<file path="src/rtl/issue_scoreboard.sv">
// In-order N-wide issue scoreboard: selects the longest issuable prefix of the
// oldest queued slots and tracks per-GPR pending writes cleared by writeback.
module issue_scoreboard #(
  parameter int ISSUE_W   = 2,
  parameter int WB_W      = 2,
  parameter int ALU_N     = 2,
  parameter int WB_BYPASS = 1,
  localparam int CNT_W    = $clog2(ISSUE_W + 1)
) (
  input  logic                     clk,
  input  logic                     reset,
  input  logic [ISSUE_W-1:0]       slot_valid,
  input  logic [ISSUE_W-1:0][4:0]  slot_src_a,
  input  logic [ISSUE_W-1:0][4:0]  slot_src_b,
  input  logic [ISSUE_W-1:0]       slot_src_a_en,
  input  logic [ISSUE_W-1:0]       slot_src_b_en,
  input  logic [ISSUE_W-1:0][4:0]  slot_dst,
  input  logic [ISSUE_W-1:0]       slot_dst_en,
  input  logic [ISSUE_W-1:0][2:0]  slot_unit,
  input  logic                     stall,
  input  logic                     flush,
  input  logic [WB_W-1:0]          wb_en,
  input  logic [WB_W-1:0][4:0]     wb_reg,
  output logic [ISSUE_W-1:0]       issue_grant,
  output logic [CNT_W-1:0]         issue_cnt,
  output logic [31:0]              pending,
  output logic [5:0]               busy_cnt
);

  typedef enum logic [2:0] {
    U_ALU    = 3'd0,
    U_MEM    = 3'd1,
    U_BRANCH = 3'd2,
    U_HILO   = 3'd3,
    U_MLT    = 3'd4,
    U_DIV    = 3'd5,
    U_COP0   = 3'd6,
    U_NONE   = 3'd7
  } unit_e;

  logic [31:0]        pending_q, pending_d;
  logic [5:0]         busy_q, busy_d;
  logic [31:0]        wb_hit;
  logic [31:0]        pend_eff;
  logic [31:0]        wr_mask;
  logic [31:0]        req;
  logic [7:0]         class_used;
  logic               ok, blocked, br_pend, mul_seen;
  int                 n_grant, alu_cnt;
  logic [ISSUE_W-1:0] grant;

  always_comb begin : wb_decode
    wb_hit = '0;
    for (int k = 0; k < WB_W; k++) begin
      if (wb_en[k]) wb_hit[wb_reg[k]] = 1'b1;
    end
    wb_hit[0] = 1'b0;
  end

  assign pend_eff = (WB_BYPASS != 0) ? (pending_q & ~wb_hit) : pending_q;

  // A branch is held back until its delay slot proves issuable; the pair then
  // advances the grant count by two, otherwise the group ends before the branch.
  always_comb begin : issue_select
    n_grant    = 0;
    alu_cnt    = 0;
    class_used = '0;
    mul_seen   = 1'b0;
    wr_mask    = '0;
    blocked    = 1'b0;
    br_pend    = 1'b0;
    ok         = 1'b0;
    req        = '0;
    for (int j = 0; j < ISSUE_W; j++) begin
      req = '0;
      if (slot_src_a_en[j]) req[slot_src_a[j]] = 1'b1;
      if (slot_src_b_en[j]) req[slot_src_b[j]] = 1'b1;
      if (slot_dst_en[j])   req[slot_dst[j]]   = 1'b1;
      req[0] = 1'b0;
      ok = slot_valid[j] && !blocked && ((req & (pend_eff | wr_mask)) == '0);
      if (slot_unit[j] == U_ALU) begin
        if (alu_cnt >= ALU_N) ok = 1'b0;
      end else if (slot_unit[j] != U_NONE) begin
        if (class_used[slot_unit[j]]) ok = 1'b0;
      end
      if (slot_unit[j] == U_HILO && mul_seen) ok = 1'b0;
      if (slot_unit[j] == U_BRANCH && (j == ISSUE_W - 1 || br_pend)) ok = 1'b0;
      if (ok) begin
        if (slot_unit[j] == U_ALU) alu_cnt = alu_cnt + 1;
        else class_used[slot_unit[j]] = 1'b1;
        if (slot_unit[j] == U_MLT || slot_unit[j] == U_DIV) mul_seen = 1'b1;
        if (slot_dst_en[j] && slot_dst[j] != 5'd0) wr_mask[slot_dst[j]] = 1'b1;
        if (br_pend) n_grant = n_grant + 2;
        else if (slot_unit[j] != U_BRANCH) n_grant = n_grant + 1;
        br_pend = (slot_unit[j] == U_BRANCH);
      end else begin
        blocked = 1'b1;
        br_pend = 1'b0;
      end
    end
    if (reset || stall || flush) n_grant = 0;
  end

  always_comb begin : grant_mask
    grant = '0;
    for (int j = 0; j < ISSUE_W; j++) begin
      grant[j] = (j < n_grant);
    end
  end

  // Sets are applied after clears so a younger writer keeps its register busy.
  always_comb begin : next_pending
    pending_d = pending_q & ~wb_hit;
    for (int j = 0; j < ISSUE_W; j++) begin
      if (grant[j] && slot_dst_en[j]) pending_d[slot_dst[j]] = 1'b1;
    end
    pending_d[0] = 1'b0;
    if (flush) pending_d = '0;
    busy_d = 6'($countones(pending_d));
  end

  always_ff @(posedge clk) begin
    if (reset) begin
      pending_q <= '0;
      busy_q    <= '0;
    end else begin
      pending_q <= pending_d;
      busy_q    <= busy_d;
    end
  end

  assign issue_grant = grant;
  assign issue_cnt   = CNT_W'(n_grant);
  assign pending     = pending_q;
  assign busy_cnt    = busy_q;

endmodule
</file>
<file path="config.mk">
export PLATFORM = sky130hd
export DESIGN_NAME = issue_scoreboard
export DESIGN_NICKNAME = d
export VERILOG_FILES = /design/src/rtl/issue_scoreboard.sv
export SDC_FILE = /design/constraint.sdc
export NUM_CORES = 1
export LEC_CHECK = 0
export BUFFER_PORTS_ARGS = -buffer_cell sky130_fd_sc_hd__buf_2
export CORE_ASPECT_RATIO = 1.1
export CORE_MARGIN = 3
export CORE_UTILIZATION = 55
export CTS_BUF_LIST = sky130_fd_sc_hd__clkbuf_2
export CTS_CLUSTER_DIAMETER = 120
export CTS_CLUSTER_SIZE = 20
export DETAILED_ROUTE_END_ITERATION = 8
export PLACE_DENSITY = 0.85
export REMOVE_ABC_BUFFERS = 1
export SLEW_MARGIN = 30
export SYNTH_ARGS = -nofsm -noshare
export SYNTH_HDL_FRONTEND = slang
export SYNTH_SLANG_ARGS = --single-unit
</file>
<file path="constraint.sdc">
create_clock -name clk -period 20.5 [get_ports clk]
set_input_delay 3.075 -clock clk [delete_from_list [all_inputs] [get_ports clk]]
set_output_delay 3.075 -clock clk [all_outputs]
set_load 0.02 [all_outputs]
</file>
=== Yosys cells after proc, flatten, opt, wreduce, memory -nomap -nowiden ===
Memories as Yosys holds them, arrays and structs flattened.
Cells that the tools add are included.

* Add/subtract/negate cells: 33
* Magnitude comparators: 22
* Equal/unequal tests: 9
* Muxes and demuxes: 56
* Bitwise logic cells: 12
* Reductions and logical operators: 24

{| class="wikitable"
|+ Operators by type and width
! cell !! count
|-
| 32-bit 2-to-1 mux || 17
|-
| 32-bit OR || 8
|-
| 32-bit bitwise AND || 3
|-
| 32-bit zero test || 2
|-
| 5-bit by 6-bit less-than comparator with 1-bit output, second input constant || 8
|-
| 1-bit demux with 5-bit select || 8
|-
| 5-bit by 1-bit greater-or-equal comparator with 1-bit output, second input constant || 8
|-
| 1-bit by 1-bit adder with 2-bit output || 16
|-
| 32-bit by 2-bit adder with 32-bit output, second input constant || 1
|-
| 32-bit by 3-bit adder with 32-bit output, second input constant || 1
|-
| 32-bit by 3-bit greater-or-equal comparator with 1-bit output, second input constant || 1
|-
| 1-bit by 32-bit less-than comparator with 1-bit output, first input constant || 1
|-
| 2-bit by 32-bit less-than comparator with 1-bit output, first input constant || 1
|-
| 32-bit inverter || 1
|-
| 1-bit 2-to-1 mux || 27
|-
| 2-bit by 2-bit adder with 3-bit output || 8
|-
| 3-bit by 3-bit adder with 4-bit output || 4
|-
| 1-bit logical AND || 16
|-
| 8-bit 2-to-1 mux || 2
|-
| 4-bit by 4-bit adder with 5-bit output || 2
|-
| 3-bit by 2-bit equality test with 1-bit output, second input constant || 3
|-
| 3-bit by 4-bit less-than comparator with 1-bit output, second input constant || 2
|-
| 5-bit by 5-bit adder with 6-bit output || 1
|-
| 3-bit equality test, second input constant || 2
|-
| other kinds (8) || 13
|}

* Register bits: 38
* Bits in read-only memories: 8
* Output and inout port bits: 42
* Memories kept: 1

{| class="wikitable"
|+ Memory list
! memory !! words !! bits a word !! read ports !! clocked after memory_dff !! write ports !! RTL line !! RTL
|-
| (name not given) || 8 || 1 || 1 || 0 || 0 || 84 || <nowiki>if (class_used[slot_unit[j]]) ok = 1'b0;</nowiki>
|}

=== Longest topological paths before layout ===
* Depth after elaboration: 38
* Mapped depth: 34

=== Worst setup path before layout ===
OpenSTA, ideal clock, no wires.

* Path type: input to register
* Start: input port wb_reg[6] (netlist bit)
* End: register busy_q[4], in the netlist busy_cnt[4]
* Library setup time: 0.114 ns
* Data arrival time: 10.355 ns
* Required time: 20.386 ns
* Setup slack: 10.031 ns
* Stages: 31
* Path through: buf_2 or4b_4 o221a_2 o21ai_0 o2111ai_1 or4_1 nor3_1 ha_1 nand2b_1 clkbuf_1 nor2_1 a211o_1 buf_2 buf_6 o22ai_1 fa_1 inv_1 fa_1 fa_1 fa_1 fa_1 inv_1 fa_1 inv_1 fa_1 inv_1 fa_1 a21o_1 a21oi_1 xor2_1 nor2_1

* Cells in the longest elaborated chain, start to end: 37
* Elaborated cells on any way between the ends: 82

{| class="wikitable"
|+ RTL lines
! what !! RTL line !! RTL
|-
| start: declaration || 23 || <nowiki>input logic [WB_W-1:0][4:0] wb_reg,</nowiki>
|-
| 5-bit by 6-bit less-than comparator with 1-bit output (not written as such) or 5-bit by 1-bit greater-or-equal comparator with 1-bit output (tied branches) || 55 || <nowiki>if (wb_en[k]) wb_hit[wb_reg[k]] = 1'b1;</nowiki>
|-
| 1-bit logical AND (not written as such) || 55 ||
|-
| 1-bit 2-to-1 mux (not written as such) || 55 ||
|-
| 1-bit demux with 5-bit select (*) || 55 ||
|-
| 32-bit OR (no source line) (*) || n/a ||
|-
| 32-bit 2-to-1 mux (*) || 55 ||
|-
| 32-bit inverter (*) || 60, 113 ||
|-
| 32-bit bitwise AND (*) || 60, 113 ||
|-
| branches (longest 22 deep; another with 32-bit by 3-bit greater-or-equal comparator with 1-bit output) || n/a ||
|-
| 32-bit 2-to-1 mux (*) || 115 || <nowiki>if (grant[j] && slot_dst_en[j]) pending_d[slot_dst[j]] = 1'b1;</nowiki>
|-
| 32-bit 2-to-1 mux (*) || 118 || <nowiki>if (flush) pending_d = '0;</nowiki>
|-
| via pending_d[4] || 41 || <nowiki>logic [31:0] pending_q, pending_d;</nowiki>
|-
| 1-bit by 1-bit adder with 2-bit output (not written as such) (*) || 119 || <nowiki>busy_d = 6'($countones(pending_d));</nowiki>
|-
| 2-bit by 2-bit adder with 3-bit output (not written as such) (*) || 119 ||
|-
| 3-bit by 3-bit adder with 4-bit output (not written as such) (*) || 119 ||
|-
| 4-bit by 4-bit adder with 5-bit output (not written as such) (*) || 119 ||
|-
| 5-bit by 5-bit adder with 6-bit output (not written as such) (*) || 119 ||
|-
| end signal: assignment || 128 || <nowiki>busy_q <= busy_d;</nowiki>
|-
| end: declaration || 42 || <nowiki>logic [5:0] busy_q, busy_d;</nowiki>
|}

Mark *: on every way through the listed nets, which the timed path passes. The select of a mux whose other input is x is not followed.
A chain may end at the register's enable or synchronous reset.

=== Final worst setup path ===
* Start: input port wb_reg[5] (netlist bit)
* End: register busy_q[4], in the netlist busy_cnt[4]

* Cells in the longest elaborated chain, start to end: 37
* Elaborated cells on any way between the ends: 82

{| class="wikitable"
|+ RTL lines
! what !! RTL line
|-
| 5-bit by 6-bit less-than comparator with 1-bit output (not written as such) or 5-bit by 1-bit greater-or-equal comparator with 1-bit output (tied branches) || 55
|-
| 1-bit logical AND (not written as such) || 55
|-
| 1-bit 2-to-1 mux (not written as such) || 55
|-
| 1-bit demux with 5-bit select (*) || 55
|-
| 32-bit OR (no source line) (*) || n/a
|-
| 32-bit 2-to-1 mux (*) || 55
|-
| 32-bit inverter (*) || 60, 113
|-
| 32-bit bitwise AND (*) || 60, 113
|-
| branches (longest 22 deep; another with 32-bit by 3-bit greater-or-equal comparator with 1-bit output) || n/a
|-
| 32-bit 2-to-1 mux (*) || 115
|-
| 32-bit 2-to-1 mux (*) || 118
|-
| 1-bit by 1-bit adder with 2-bit output (not written as such) || 119
|-
| 2-bit by 2-bit adder with 3-bit output (not written as such) || 119
|-
| 3-bit by 3-bit adder with 4-bit output (not written as such) || 119
|-
| 4-bit by 4-bit adder with 5-bit output (not written as such) || 119
|-
| 5-bit by 5-bit adder with 6-bit output (not written as such) (*) || 119
|}

Mark *: on every way between the ends. The select of a mux whose other input is x is not followed.

==> flow_summary_export.csv <==
group,metric,value,unit
layout,layout_commonest_cell,"sky130_fd_sc_hd__buf_2",
worst_setup_path,slowest_stage,"sky130_fd_sc_hd__o221ai_1",
run,cap_viol_max_count,0,
die,die_y,110,µm
global_routing,grt-busiest-layer,"met2",
global_routing,via_count_of_the_first_global_routing_pass,6418,
cts,cts_tree,"done",
timing,setup_total_negative_slack,0,ns
layout,layout_common_cells,"100 x sky130_fd_sc_hd__buf_2, 75 x sky130_fd_sc_hd__nor2_1, 73 x sky130_fd_sc_hd__o22ai_1",
timing,final_number_of_max_transition_violations,0,
cts,cts_buf_count,5,
timing,worstMarginPinSlew,0.827,ns
place,place_hpwl,20.8,mm
layout,num_antenna_cells,0,
synth,dominantRegCellSynth,"sky130_fd_sc_hd__dfxtp_1",
worst_setup_path,critPathLaunchType,"primary input",
layout,layout-area-overhead-vs-synth,9.11,%
worst_setup_path,critical_path_arrival,11.61,ns
synth,synth.avg_cell_area,7.41,µm²
routing,vias_per_cell,7.89,
cts,cts.repair_timing.setup_buffer_count,0,
synth,seq_area_frac_synth,13.7,%
routing,detail_route.iter0.violations,1724,
routing,avgRoutedWirePerCell,28.6,µm
global_routing,wire_length_of_the_first_global_routing_pass,38.0,mm
timing,timing.max_slew.rel_slack,44.9,%
die,num_rows,37,
power,max_ir_drop_vdd,38.0,µV
global_routing,antenna_found_initial,0,
timing,unrepaired_setup_endpoints_after_global_routing,"no",
layout,regArea,741,µm²
global_routing,gr-total-overflow,0,
global_routing,globalRouteMet2Util,67.1,%
worst_setup_path,worstSetupPathType,"primary input to flop",
worst_setup_path,worst-endpoint-required,20.83,ns
worst_setup_path,timing.critical_path.to_type,"flop",
power,p_leak,2.25,nW
synth,synth_enable_flop_cells,0,
timing,max_freq,88.7,MHz
min_path,worstHoldPathType,"flop to flop",
layout,filler_cell_count,882,
worst_setup_path,top_delay_family_on_crit_path,"adder cells",
power,powerDensity,27.2,mW/mm²
cts,cts.repair.resized,0,
global_routing,grt_use_met3,14.7,%
timing,finalSetupViolCount,0,
synth,synth-warning-count,0,
layout,post_route_cells_drive_above_1_share,20.5,%
timing,finalHoldViolations,0,
timing,post-route-min-period,11.28,ns
die,start_util,57.2,%
cts,clock_sinks,37,
place,dpl-instance-area,0.00584,mm²
status,result_of_the_run,"finished, violations left",
cts,cts_max_path_buffers,2,
worst_setup_path,timing.critical_path.buf_inv,8,
cts,clock_tree.htree_level_count,2,
global_routing,global_route.usage.total,45.9,%
cts,clock_latency,0.41,ns
global_routing,gr-usage-met1,58.8,%
routing,dr_total_vias,7132,
die,die_outline_area,0.0110,mm²
layout,finalInstanceArea,0.00589,mm²
cts,cts_root_buf,"sky130_fd_sc_hd__clkbuf_2",
timing,period_share,55.0,%
routing,drc,13,
routing,ant_nets,0,
die,core_area,0.00944,mm²
worst_setup_path,critPathMaxStageDelay,0.66,ns
cts,post_cts_hold_buffer_count,0,
synth,postSynthRegisterBits,37,
layout,design.final.nets,877,
status,failing_checks,"DRC",
cts,clk_pin_slew,0.20,ns
global_routing,grt_start_max_net_pins,44,
routing,detailedRoute.firstPassIterationCount,9,
timing,skew,0.00911,ns
layout,multi_input_area,0.00431,mm²
die,num_io_pins,102,
place,port-buffer-count,100,
worst_setup_path,crit_path_max_fanout,31,
synth,postSynthCellCount,729,
synth,synthesized_area,0.00540,mm²
worst_setup_path,crit_top_cell,"sky130_fd_sc_hd__fa_1",
place,finalWeightedCongestion,1.22,
synth,share_of_synthesized_flip_flops_with_an_asynchronous_set_or_reset,0,%
routing,wirelength,25.9,mm
die,die_x,100,µm
synth,number_of_distinct_standard_cells_referenced_by_the_synthesized_netlist,66,
[power by group]
| group | switching, W | leakage, nW | internal (W) | total, W |
|---|---|---|---|---|
| clock network | 0.0000263 | 0.0329 | 0.00000866 | 0.0000350 |
| registers | 0.000000102 | 0.298 | 0.0000722 | 0.0000723 |
| logic | 0.0000373 | 1.92 | 0.0000159 | 0.0000532 |
[final timing paths]
| check | depth (start not counted) | slack [ns] | startpoint | to |
|---|---|---|---|---|
| worst max-delay path | 32 | 9.22 | wb_reg[5] | busy_cnt[4] |
| worst min-delay path | 3 | 0.85 | pending[15] | pending[15] |
| worst max register to register | 30 | 12.50 | pending[12] | busy_cnt[4] |
| worst min register to register | 3 | 0.85 | pending[15] | pending[15] |
[stage by stage]
stage          hold WS, ns  power [W]  utilization [%]  worst slack, ns  std cells
2_1_floorplan        0.682  0.0000994                -             9.46        675
3_3_place_gp         0.804   0.000122             61.8             9.25        896
3_5_place_dp         0.800   0.000124             61.8             8.98        896
4_1_cts              0.825   0.000158             62.3             9.44        904
5_1_grt              0.850   0.000167             62.4             8.94        904
6_report             0.852   0.000160             62.4             9.22        904
[registers in the layout (all words and copies together), names as in the netlist]
| register | flops |
|---|---|
| busy_cnt | 6 |
| pending | 31 |
[cells in the mapped netlist, types with 5 or more instances]
cell type / n / area share [%]
sky130_fd_sc_hd__a21oi_1: 21 / 1.9
sky130_fd_sc_hd__nand3_1: 9 / 0.83
sky130_fd_sc_hd__o2bb2ai_1: 12 / 1.9
sky130_fd_sc_hd__inv_1: 30 / 2.1
sky130_fd_sc_hd__nand4_1: 14 / 1.6
sky130_fd_sc_hd__o21a_1: 10 / 1.4
sky130_fd_sc_hd__fa_1: 23 / 8.5
sky130_fd_sc_hd__nand2_1: 56 / 3.9
sky130_fd_sc_hd__buf_4: 5 / 0.70
sky130_fd_sc_hd__o221ai_1: 10 / 1.6
sky130_fd_sc_hd__or3b_2: 5 / 0.81
sky130_fd_sc_hd__nor3_1: 20 / 1.9
sky130_fd_sc_hd__ha_1: 8 / 1.9
sky130_fd_sc_hd__or4bb_1: 6 / 1.3
sky130_fd_sc_hd__nand4bb_1: 10 / 2.1
sky130_fd_sc_hd__clkbuf_1: 39 / 2.7
sky130_fd_sc_hd__a21o_1: 8 / 1.1
sky130_fd_sc_hd__nand2b_1: 23 / 2.7
sky130_fd_sc_hd__a22oi_1: 19 / 2.6
sky130_fd_sc_hd__dfxtp_1: 37 / 14
sky130_fd_sc_hd__nor2b_1: 9 / 1.0
sky130_fd_sc_hd__a31oi_1: 23 / 2.7
sky130_fd_sc_hd__o32ai_1: 9 / 1.5
sky130_fd_sc_hd__nor4_1: 6 / 0.70
sky130_fd_sc_hd__o22ai_1: 73 / 8.5
sky130_fd_sc_hd__and2_1: 9 / 1.0
sky130_fd_sc_hd__o221a_2: 20 / 4.2
sky130_fd_sc_hd__or2_2: 10 / 1.2
sky130_fd_sc_hd__nand4b_1: 25 / 4.1
sky130_fd_sc_hd__o2111ai_1: 9 / 1.5
sky130_fd_sc_hd__nor4bb_1: 6 / 1.1
sky130_fd_sc_hd__nor2_1: 76 / 5.3
sky130_fd_sc_hd__o21ai_0: 31 / 2.9
[final cells by class]
cell class | count | share of cell area (%)
clock buffers | 5 | 0.425
well taps | 117 | 2.49
flip-flops and latches | 37 | 12.6
repair buffers | 104 | 9.01
clock inverters | 3 | 0.382
multi-input cells | 607 | 73.2
inverters | 31 | 1.98
[worst register-to-register path: cells and delay by family, from the launching register on]
| kind | cells | cell delay, ns |
|---|---|---|
| AOI/OAI and AO/OA | 6 | 1.21 |
| xor gates and xnor gates | 1 | 0.16 |
| adders and majority gates | 9 | 3.66 |
| buffers and inverters | 7 | 0.87 |
| DFF | 1 | 0.40 |
| and+or+nand+nor | 7 | 1.63 |
[logic make-up (layout without fill, tap and decap cells)]
family                     after synthesis  count (layout)  synth area share [%]
and+or+nand+nor                        306             306                  33.3
AOI/OAI and AO/OA                      265             265                  35.2
buffers and inverters                   85             143                  6.63
DFF                                     37              37                  13.7
adders and majority gates               31              31                  10.4
xor gates and xnor gates                 4               4                 0.649
other                                    1               1                0.0695
[per-layer routing]
metal	vias up	wire (µm)
met2	750	10500
li1	2961	-
met4	0	2390
met1	3196	9100
met3	225	3870
met5	-	0
Power figures use the tool's default switching activity.
